[config.mk]
export PLATFORM = sky130hd
export DESIGN_NAME = jt1943_prog_sdram
export DESIGN_NICKNAME = d
export VERILOG_FILES = /design/src/rtl/jt1943_prog_sdram.sv
export SDC_FILE = /design/constraint.sdc
export NUM_CORES = 1
export LEC_CHECK = 0
export BUFFER_PORTS_ARGS = -buffer_cell sky130_fd_sc_hd__clkbuf_2
export CAP_MARGIN = 20
export CORE_ASPECT_RATIO = 1.1
export CORE_MARGIN = 2
export CORE_UTILIZATION = 50
export CTS_CLUSTER_DIAMETER = 200
export CTS_CLUSTER_SIZE = 25
export DETAILED_ROUTE_END_ITERATION = 8
export GPL_TIMING_DRIVEN = 0
export HOLD_SLACK_MARGIN = 0.1
export PLACE_DENSITY = 0.75
export SKIP_CTS_REPAIR_TIMING = 1
export SLEW_MARGIN = 30
export SYNTH_ARGS = -nofsm -noshare
export SYNTH_HDL_FRONTEND = slang
export SYNTH_SLANG_ARGS = --single-unit
[constraint.sdc]
create_clock -name clk_rom -period 5.73 [get_ports clk_rom]
set_input_delay 0.573 -clock clk_rom [delete_from_list [all_inputs] [get_ports clk_rom]]
set_output_delay 0.573 -clock clk_rom [all_outputs]
set_load 0.02 [all_outputs]
[src/rtl/jt1943_prog_sdram.sv]
`default_nettype none
// ============================================================================
//  Module   : jt1943_prog_sdram
//  Purpose  : Turns ROM-download byte writes into 16-bit SDRAM write requests
//             with a req/ack handshake. A small FIFO absorbs SDRAM latency
//             because the download side cannot be stalled.
//  Options  : JT1943_PROG_MERGE_EN - merge complementary byte writes to the
//             same word address into one full-word SDRAM write.
//  Revision : 1.0 - initial release
// ============================================================================
module jt1943_prog_sdram #(
  parameter int FIFO_AW = 3,
  parameter int AW      = 22
) (
  input  logic          clk_rom,
  input  logic          rst,
  input  logic          downloading,
  input  logic          prog_we,
  input  logic [AW-1:0] prog_addr,
  input  logic [7:0]    prog_data,
  input  logic [1:0]    prog_mask,
  output logic          sdram_req,
  output logic [AW-1:0] sdram_addr,
  output logic [15:0]   sdram_din,
  output logic [1:0]    sdram_wrmask,
  input  logic          sdram_ack,
  output logic          dl_busy,
  output logic          overflow
);

  // FIFO entry layout: {word address, 16-bit data, active-low lane mask}
  localparam int c_DEPTH = 2**FIFO_AW;
  localparam int c_EW    = AW + 18;

  localparam logic [0:0] c_ST_IDLE = 1'b0;
  localparam logic [0:0] c_ST_REQ  = 1'b1;

  logic [0:0]       r_state;
  logic [0:0]       w_state_nxt;
  logic [FIFO_AW:0] r_wr_ptr;
  logic [FIFO_AW:0] r_rd_ptr;
  logic [c_EW-1:0]  r_mem [c_DEPTH];
  logic [c_EW-1:0]  w_head;
  logic [c_EW-1:0]  w_push_ent;
  logic             w_empty;
  logic             w_full;
  logic             w_pop;
  logic             w_load;
  logic             w_push_req;
  logic             w_push;
  logic             w_wr_valid;
  logic             w_hold_busy;

  // A write with both lanes masked targets PROM only and never reaches SDRAM
  assign w_wr_valid = prog_we && (prog_mask != 2'b11);

`ifdef JT1943_PROG_MERGE_EN
  logic          r_hold_vld;
  logic [AW-1:0] r_hold_addr;
  logic [15:0]   r_hold_din;
  logic [1:0]    r_hold_mask;
  logic          w_merge;

  assign w_merge = r_hold_vld && w_wr_valid && (prog_addr == r_hold_addr) &&
                   (((r_hold_mask == 2'b10) && (prog_mask == 2'b01)) ||
                    ((r_hold_mask == 2'b01) && (prog_mask == 2'b10)));

  // Choose what enters the FIFO: a merged word, or the displaced/flushed held entry
  always_comb begin
    w_push_req = 1'b0;
    w_push_ent = {r_hold_addr, r_hold_din, r_hold_mask};
    if (w_merge) begin
      w_push_req = 1'b1;
      w_push_ent = {r_hold_addr,
                    (r_hold_mask[1] ? prog_data : r_hold_din[15:8]),
                    (r_hold_mask[0] ? prog_data : r_hold_din[7:0]),
                    2'b00};
    end else if (w_wr_valid) begin
      w_push_req = r_hold_vld;
    end else if (!downloading) begin
      // Once the download is over nothing can complete the held word
      w_push_req = r_hold_vld;
    end
  end

  // One-entry merge register holding the most recent unpaired byte write
  always_ff @(posedge clk_rom) begin
    if (rst) begin
      r_hold_vld  <= 1'b0;
      r_hold_addr <= '0;
      r_hold_din  <= '0;
      r_hold_mask <= 2'b11;
    end else if (w_merge) begin
      r_hold_vld  <= 1'b0;
    end else if (w_wr_valid) begin
      r_hold_vld  <= 1'b1;
      r_hold_addr <= prog_addr;
      r_hold_din  <= {prog_data, prog_data};
      r_hold_mask <= prog_mask;
    end else if (!downloading) begin
      r_hold_vld  <= 1'b0;
    end
  end

  assign w_hold_busy = r_hold_vld;
`else
  logic w_unused_dl;

  assign w_push_req  = w_wr_valid;
  assign w_push_ent  = {prog_addr, prog_data, prog_data, prog_mask};
  assign w_hold_busy = 1'b0;
  assign w_unused_dl = downloading;
`endif

  // Extra MSB on each pointer distinguishes full from empty
  assign w_empty = (r_wr_ptr == r_rd_ptr);
  assign w_full  = (r_wr_ptr[FIFO_AW] != r_rd_ptr[FIFO_AW]) &&
                   (r_wr_ptr[FIFO_AW-1:0] == r_rd_ptr[FIFO_AW-1:0]);
  // A pop in the same cycle frees the slot, so a push into a full FIFO still lands
  assign w_push  = w_push_req && (!w_full || w_pop);
  assign w_head  = r_mem[r_rd_ptr[FIFO_AW-1:0]];

  // FIFO storage; the head is already copied to the outputs before it can be overwritten
  always_ff @(posedge clk_rom) begin
    if (w_push) begin
      r_mem[r_wr_ptr[FIFO_AW-1:0]] <= w_push_ent;
    end
  end

  // FIFO pointers and sticky overflow flag
  always_ff @(posedge clk_rom) begin
    if (rst) begin
      r_wr_ptr <= '0;
      r_rd_ptr <= '0;
      overflow <= 1'b0;
    end else begin
      if (w_push) begin
        r_wr_ptr <= r_wr_ptr + 1'b1;
      end
      if (w_pop) begin
        r_rd_ptr <= r_rd_ptr + 1'b1;
      end
      if (w_push_req && !w_push) begin
        overflow <= 1'b1;
      end
    end
  end

  // FSM state register
  always_ff @(posedge clk_rom) begin
    if (rst) begin
      r_state <= c_ST_IDLE;
    end else begin
      r_state <= w_state_nxt;
    end
  end

  // FSM next-state: issue when data is queued, return to idle on ack
  always_comb begin
    w_state_nxt = r_state;
    case (r_state)
      c_ST_IDLE: if (!w_empty)  w_state_nxt = c_ST_REQ;
      c_ST_REQ:  if (sdram_ack) w_state_nxt = c_ST_IDLE;
      default:                  w_state_nxt = c_ST_IDLE;
    endcase
  end

  // FSM outputs: head load strobe, pop on ack, request level
  always_comb begin
    w_load    = 1'b0;
    w_pop     = 1'b0;
    sdram_req = 1'b0;
    case (r_state)
      c_ST_IDLE: w_load = !w_empty;
      c_ST_REQ: begin
        sdram_req = 1'b1;
        w_pop     = sdram_ack;
      end
      default: ;
    endcase
  end

  // Request payload registers stay stable for the whole request
  always_ff @(posedge clk_rom) begin
    if (rst) begin
      sdram_addr   <= '0;
      sdram_din    <= '0;
      sdram_wrmask <= 2'b11;
    end else if (w_load) begin
      sdram_addr   <= w_head[c_EW-1:18];
      sdram_din    <= w_head[17:2];
      sdram_wrmask <= w_head[1:0];
    end
  end

  assign dl_busy = !w_empty || (r_state == c_ST_REQ) || w_hold_busy;

endmodule
`default_nettype wire

[After elaboration in Yosys (flattened, before gate mapping)]
Memory sizes are Yosys's and may differ from the RTL's. A register that Yosys moved wholly into a read port is not among the register bits.
Index checks and enable logic that the tools add are counted.
Word-level totals
  RAM bits: 320
  input port bits: 37
  memories kept: 1
  bits in latches: 0
  ROM bits: 0
  flip-flop bits (word level): 10
  output and inout port bits: 43
Memories
  r_mem: words 8, bits a word 40, read ports 1, clocked after memory_dff 1, wr ports 1, RTL line 42  | logic [c_EW-1:0] r_mem [c_DEPTH];
Operators by class
  bitwise gates (word level): 1
  add/sub/neg operators: 2
  $lt $le $gt $ge: 0
  mux-type cells: 8
  equal/unequal tests: 4
  div/mod/pow operators: 0
  reduce and logical (&&, ||, !) cells: 9
  multiply operators: 0
  shifts and indexed selects: 0
Operators by type and width (count)
  adder 4 x 1 -> 4 bit, second input constant: 2
  2-to-1 mux 1 bit: 7
  == test 4 bit: 1
  logical AND 1 bit: 4
  == test 3 bit: 1
  logical NOT 1 bit: 3
  logical OR 1 bit: 2
  != test 2 bit, second input constant: 1
  case mux 1 bit (2 select lines): 1
  != test 1 bit: 1
  NOT 1 bit: 1

[Depth between registers and ports, before layout]
  depth in word-level cells: 7
  mapped depth: 6

[Worst setup path after synthesis]
Ideal clock, no wire load.
  kind: in2reg
  start point: input port prog_we
  end point: memory r_mem[0][0] (netlist bit), enable pin
  path slack: 896 ps
  stages: 3
  setup time: 502 ps
  buffers on the path: 0
  arrival time: 4332 ps
  required time: 5228 ps
  path through: a21boi_0 > o21ai_0 > nor4_1
Between the ends
  word-level cells in the longest chain between the ends: 4
Ends and longest elaborated chain
  start: declaration: RTL line 18  | input logic prog_we,
  logical AND 1 bit: RTL line 55  | assign w_wr_valid = prog_we && (prog_mask != 2'b11);
  logical AND 1 bit: RTL line 120  | assign w_push = w_push_req && (!w_full || w_pop);
  2-to-1 mux 1 bit: RTL line 125  | if (w_push) begin
  2-to-1 mux 1 bit (not written as such): RTL line 126  | r_mem[r_wr_ptr[FIFO_AW-1:0]] <= w_push_ent;
  end: declaration: RTL line 42
Every way passes these cells.

[Worst setup path in the final report]
  start point: input port prog_mask[0]
  end point: memory r_mem[3][35] (netlist bit), enable pin
Between the ends
  word-level cells in the longest chain between the ends: 5
Ends and longest elaborated chain
  start: declaration: RTL line 21  | input logic [1:0] prog_mask,
  != test 2 bit: RTL line 55
  logical AND 1 bit: RTL line 55
  logical AND 1 bit: RTL line 120
  2-to-1 mux 1 bit: RTL line 125
  2-to-1 mux 1 bit (not written as such): RTL line 126
Every way passes these cells.

==> results <==
- The run finished with clean final reports.
- The post-synthesis instance area is 11300 µm².
- The detail-routed net length per standard cell is 23.3 µm.
- The slew at the pin closest to its max-slew limit is 908 ps.
- Of the cells placed in the final design, the portion with a size suffix greater than 1 is 0.340.
- Synthesis inferred just under 300 register bits.
- The number of distinct library cells after synthesis is 37.
- The number of nets in the synthesized netlist is 598.
- Subtracting the final worst setup slack from the clock period gives 2950 ps.
- In this run the count of I/O pins placed on the die edge is 80.
- The number of slew-limit violations in the final report is 0.
- The endpoint type of the worst setup path is a flop.
- The number of flops mapped to enable cells by yosys is 256.
- For this run, the register share of the synthesized area comes to 0.755.
- The finished cells cover 12800 µm².
- Static timing analysis puts the maximum clock frequency at 338 MHz.
- The critical path in this run is classified as input pin to flop.
- The total congestion overflow after global routing is 0.
- The share of the clock period used by the worst path is 0.516.
- The height of the chip is 162 µm.
- The synthesis warning total is 0.
- The worst slack after detailed placement is 2370 ps.
- The final layout contains 730 nets.
- The CTS clock-pin slew for the worst setup and hold paths is 100 ps.
- Setup slack closes at approximately 2800 ps.
- The tree built by TritonCTS fans out to 298 sinks.
- The floorplan has 57 rows.
- The proportion of register bits with asynchronous set or reset after synthesis is 0.
- Entering global routing, the biggest net connects 33 pins.
- The clock reaches the later pin of the worst-skew pair after 490 ps.
- The buffer levels on the longest clock path is 3.
- The number of routed nets with antenna violations is 0.
- The power density over cell area is approximately 330 nW/µm².
- The starting DRC count in detailed routing is between 500 and 600.
- The starting utilization of the core area is 0.511.
- The die extent in x is 147 µm.
- In this run the worst path has a maximum fanout of 9.
- The wire length on met2 is 12500 µm.
- The first global-routing pass estimated roughly 36000 µm of wire.
- The cell sitting at the root of the clock tree is a sky130_fd_sc_hd__clkbuf_16.
- Summed over all layers, the routed wires come to 23200 µm.
- In the routed layout, each cell is associated on average with a via count of 5.76.
- For this design the static power due to leakage is 4.19 nW.
- In the routed design, unresolved DRC markers number 0.
- Measured on the finished design, the core utilization comes to 0.577.
- The most used flip-flop cell after synthesis is sky130_fd_sc_hd__edfxtp_1.
- In this run the tightest slew margin relative to its limit is 0.389.
- The number of fillers in the final layout is approximately 1600.
- For this run, the total global-route usage over all layers was measured as 0.199.
- The final setup violation count is 0.
- The port buffer count is 78.
- The first-pass iteration count of the detailed router is 5.
- The routability congestion estimate from global placement is about 0.81.
- The detailed placer's ending HPWL is between 15000 and 20000 µm.
- Summing over every cut layer, the via total after detailed routing is 5733.
- For the final database, setup skew stands at 8.97 ps.
- The min-delay analysis places its worst path in the category input pin to flop.
- The tool flagged a number of max-cap violations equal to 0.
- The clock buffer count from CTS is 15.
- The die outline area is 23800 µm².
- In this run the standard cell core region covers 22100 µm².
- STA classifies the critical path startpoint as an input pin.
- The growth of design area from synthesis to finish is 13.0%.
- The peak supply drop is a little under 200 µV.
- The H-tree level count is 1.
- For this block, wires on met1 add up to 8930 µm.
- The mean area per synthesized cell is 20.2 µm².
- Data on the critical path arrives at its endpoint at 3160 ps.
- After detailed routing, no signal wire sits above met4.
- The final count of hold timing violations is 0.
- The wire length on met3 is between 1000 and 1500 µm.
- The TritonCTS clock tree is yes.
- The initial antenna violation count was 1.
- The cell count after synthesis is 559.
- The number of global-route vias before repair is 6033.
- Setup repair after global routing left no endpoint under its margin.
- For the worst setup path, the data required time is ~5900 ps.
- The post-place instance area is 12300 µm².
[through the flow]
step	hold WS [ps]	TNS, ps	instances	power, mW
6_report	354	0	995	4.23
2_1_floorplan	538	0	559	2.93
3_3_place_gp	460	-357430	932	3.13
5_1_grt	361	0	994	4.39
3_5_place_dp	465	0	969	3.15
4_1_cts	344	0	994	4.26
[cell type report]
cell class / count / area, µm² / share of cell area
Buffer: 43 / 246 / 0.0193
Timing Repair Buffer: 115 / 628 / 0.0492
Antenna cell: 1 / 2.50 / 0.000196
Multi-Input combinational cell: 216 / 2560 / 0.201
Sequential cell: 298 / 8530 / 0.668
Clock buffer: 25 / 423 / 0.0331
Tap cell: 295 / 369 / 0.0289
Inverter: 2 / 7.51 / 0.000588
[per-layer routing]
metal / GRT usage / vias up
met5: 0 / -
met4: 0.0533 / 0
met3: 0.0314 / 37
met2: 0.362 / 194
met1: 0.249 / 2981
li1: - / 2521
[state kept, by name, indices dropped and copies added, names as in the netlist]
signal        cells
r_mem           256
sdram_addr       22
sdram_din         8
r_rd_ptr          4
r_wr_ptr          4
sdram_wrmask      2
overflow          1
r_state           1
[where the power goes]
part | switching, mW | internal (mW) | leakage (nW)
logic | 0.361 | 0.242 | 1.32
registers | 0.0479 | 2.44 | 2.66
clock network | 0.629 | 0.511 | 0.203
total | 1.04 | 3.20 | 4.19
[cells in the final DEF (no fill, tap or decap), types with 2 or more instances in the layout]
cell type,count
sky130_fd_sc_hd__edfxtp_1,256
sky130_fd_sc_hd__clkbuf_2,79
sky130_fd_sc_hd__mux4_2,64
sky130_fd_sc_hd__dfxtp_1,42
sky130_fd_sc_hd__buf_2,38
sky130_fd_sc_hd__nor2_1,37
sky130_fd_sc_hd__mux2i_1,31
sky130_fd_sc_hd__a211oi_1,30
sky130_fd_sc_hd__clkbuf_1,22
sky130_fd_sc_hd__buf_4,22
sky130_fd_sc_hd__clkbuf_16,15
sky130_fd_sc_hd__nand2_1,7
sky130_fd_sc_hd__xnor2_1,5
sky130_fd_sc_hd__buf_6,4
sky130_fd_sc_hd__nor4_2,4
sky130_fd_sc_hd__mux2_2,4
sky130_fd_sc_hd__nor2b_1,4
sky130_fd_sc_hd__xor2_1,3
sky130_fd_sc_hd__a211o_1,3
sky130_fd_sc_hd__o21ai_0,2
sky130_fd_sc_hd__inv_1,2
sky130_fd_sc_hd__and4_4,2
sky130_fd_sc_hd__nand4_1,2
sky130_fd_sc_hd__nand2b_1,2
sky130_fd_sc_hd__ha_1,2
sky130_fd_sc_hd__buf_8,2
[critical path, stage by stage]
cell,delay (ps)
sky130_fd_sc_hd__clkbuf_2,140
sky130_fd_sc_hd__a21boi_0,540
sky130_fd_sc_hd__o21ai_0,510
sky130_fd_sc_hd__nor3_2,740
sky130_fd_sc_hd__buf_4,310
sky130_fd_sc_hd__buf_6,170
sky130_fd_sc_hd__buf_4,160
[synth_stat cells, types with 2 or more instances]
| cell type | n | share of area |
|---|---|---|
| sky130_fd_sc_hd__xor2_1 | 3 | 0.0023 |
| sky130_fd_sc_hd__buf_2 | 13 | 0.0058 |
| sky130_fd_sc_hd__ha_1 | 2 | 0.0022 |
| sky130_fd_sc_hd__nand2_1 | 7 | 0.0023 |
| sky130_fd_sc_hd__buf_4 | 14 | 0.0093 |
| sky130_fd_sc_hd__a211o_1 | 3 | 0.0023 |
| sky130_fd_sc_hd__buf_6 | 2 | 0.0020 |
| sky130_fd_sc_hd__a21oi_1 | 2 | 0.00089 |
| sky130_fd_sc_hd__a211oi_1 | 30 | 0.020 |
| sky130_fd_sc_hd__nor2_1 | 37 | 0.012 |
| sky130_fd_sc_hd__and4_1 | 2 | 0.0016 |
| sky130_fd_sc_hd__nand4_1 | 2 | 0.0011 |
| sky130_fd_sc_hd__nand2b_1 | 2 | 0.0011 |
| sky130_fd_sc_hd__edfxtp_1 | 256 | 0.68 |
| sky130_fd_sc_hd__nor4_1 | 4 | 0.0022 |
| sky130_fd_sc_hd__inv_1 | 2 | 0.00066 |
| sky130_fd_sc_hd__nor2b_1 | 4 | 0.0022 |
| sky130_fd_sc_hd__clkbuf_1 | 13 | 0.0043 |
| sky130_fd_sc_hd__dfxtp_1 | 42 | 0.074 |
| sky130_fd_sc_hd__o21ai_0 | 2 | 0.00089 |
| sky130_fd_sc_hd__xnor2_1 | 5 | 0.0039 |
| sky130_fd_sc_hd__mux2_2 | 4 | 0.0040 |
| sky130_fd_sc_hd__mux4_2 | 64 | 0.13 |
| sky130_fd_sc_hd__mux2i_1 | 31 | 0.027 |
[kinds of logic (layout without fill, tap and decap cells)]
kind of cell	count (synthesis)	after routing	share of synthesized area
AO/OA/AOI/OAI	42	42	0.0281
XOR/XNOR	8	8	0.00620
adder cells (fa/ha/maj)	2	2	0.00221
buffers and inverters	45	185	0.0225
flip-flops	298	298	0.755
multiplexers	99	99	0.159
other	0	1	0
AND/OR/NAND/NOR	65	65	0.0269
[worst paths after layout]
path | cells past startpoint | from | end | slack, ps
worst min-delay path | 1 | prog_addr[1] | r_mem[0][19] | 350
worst max-delay path | 7 | prog_mask[0] | r_mem[3][35] | 2780
worst min register to register | 2 | overflow | overflow | 490
worst max register to register | 8 | r_rd_ptr[1] | r_mem[3][35] | 2830
(Power assumes the default switching activity.)
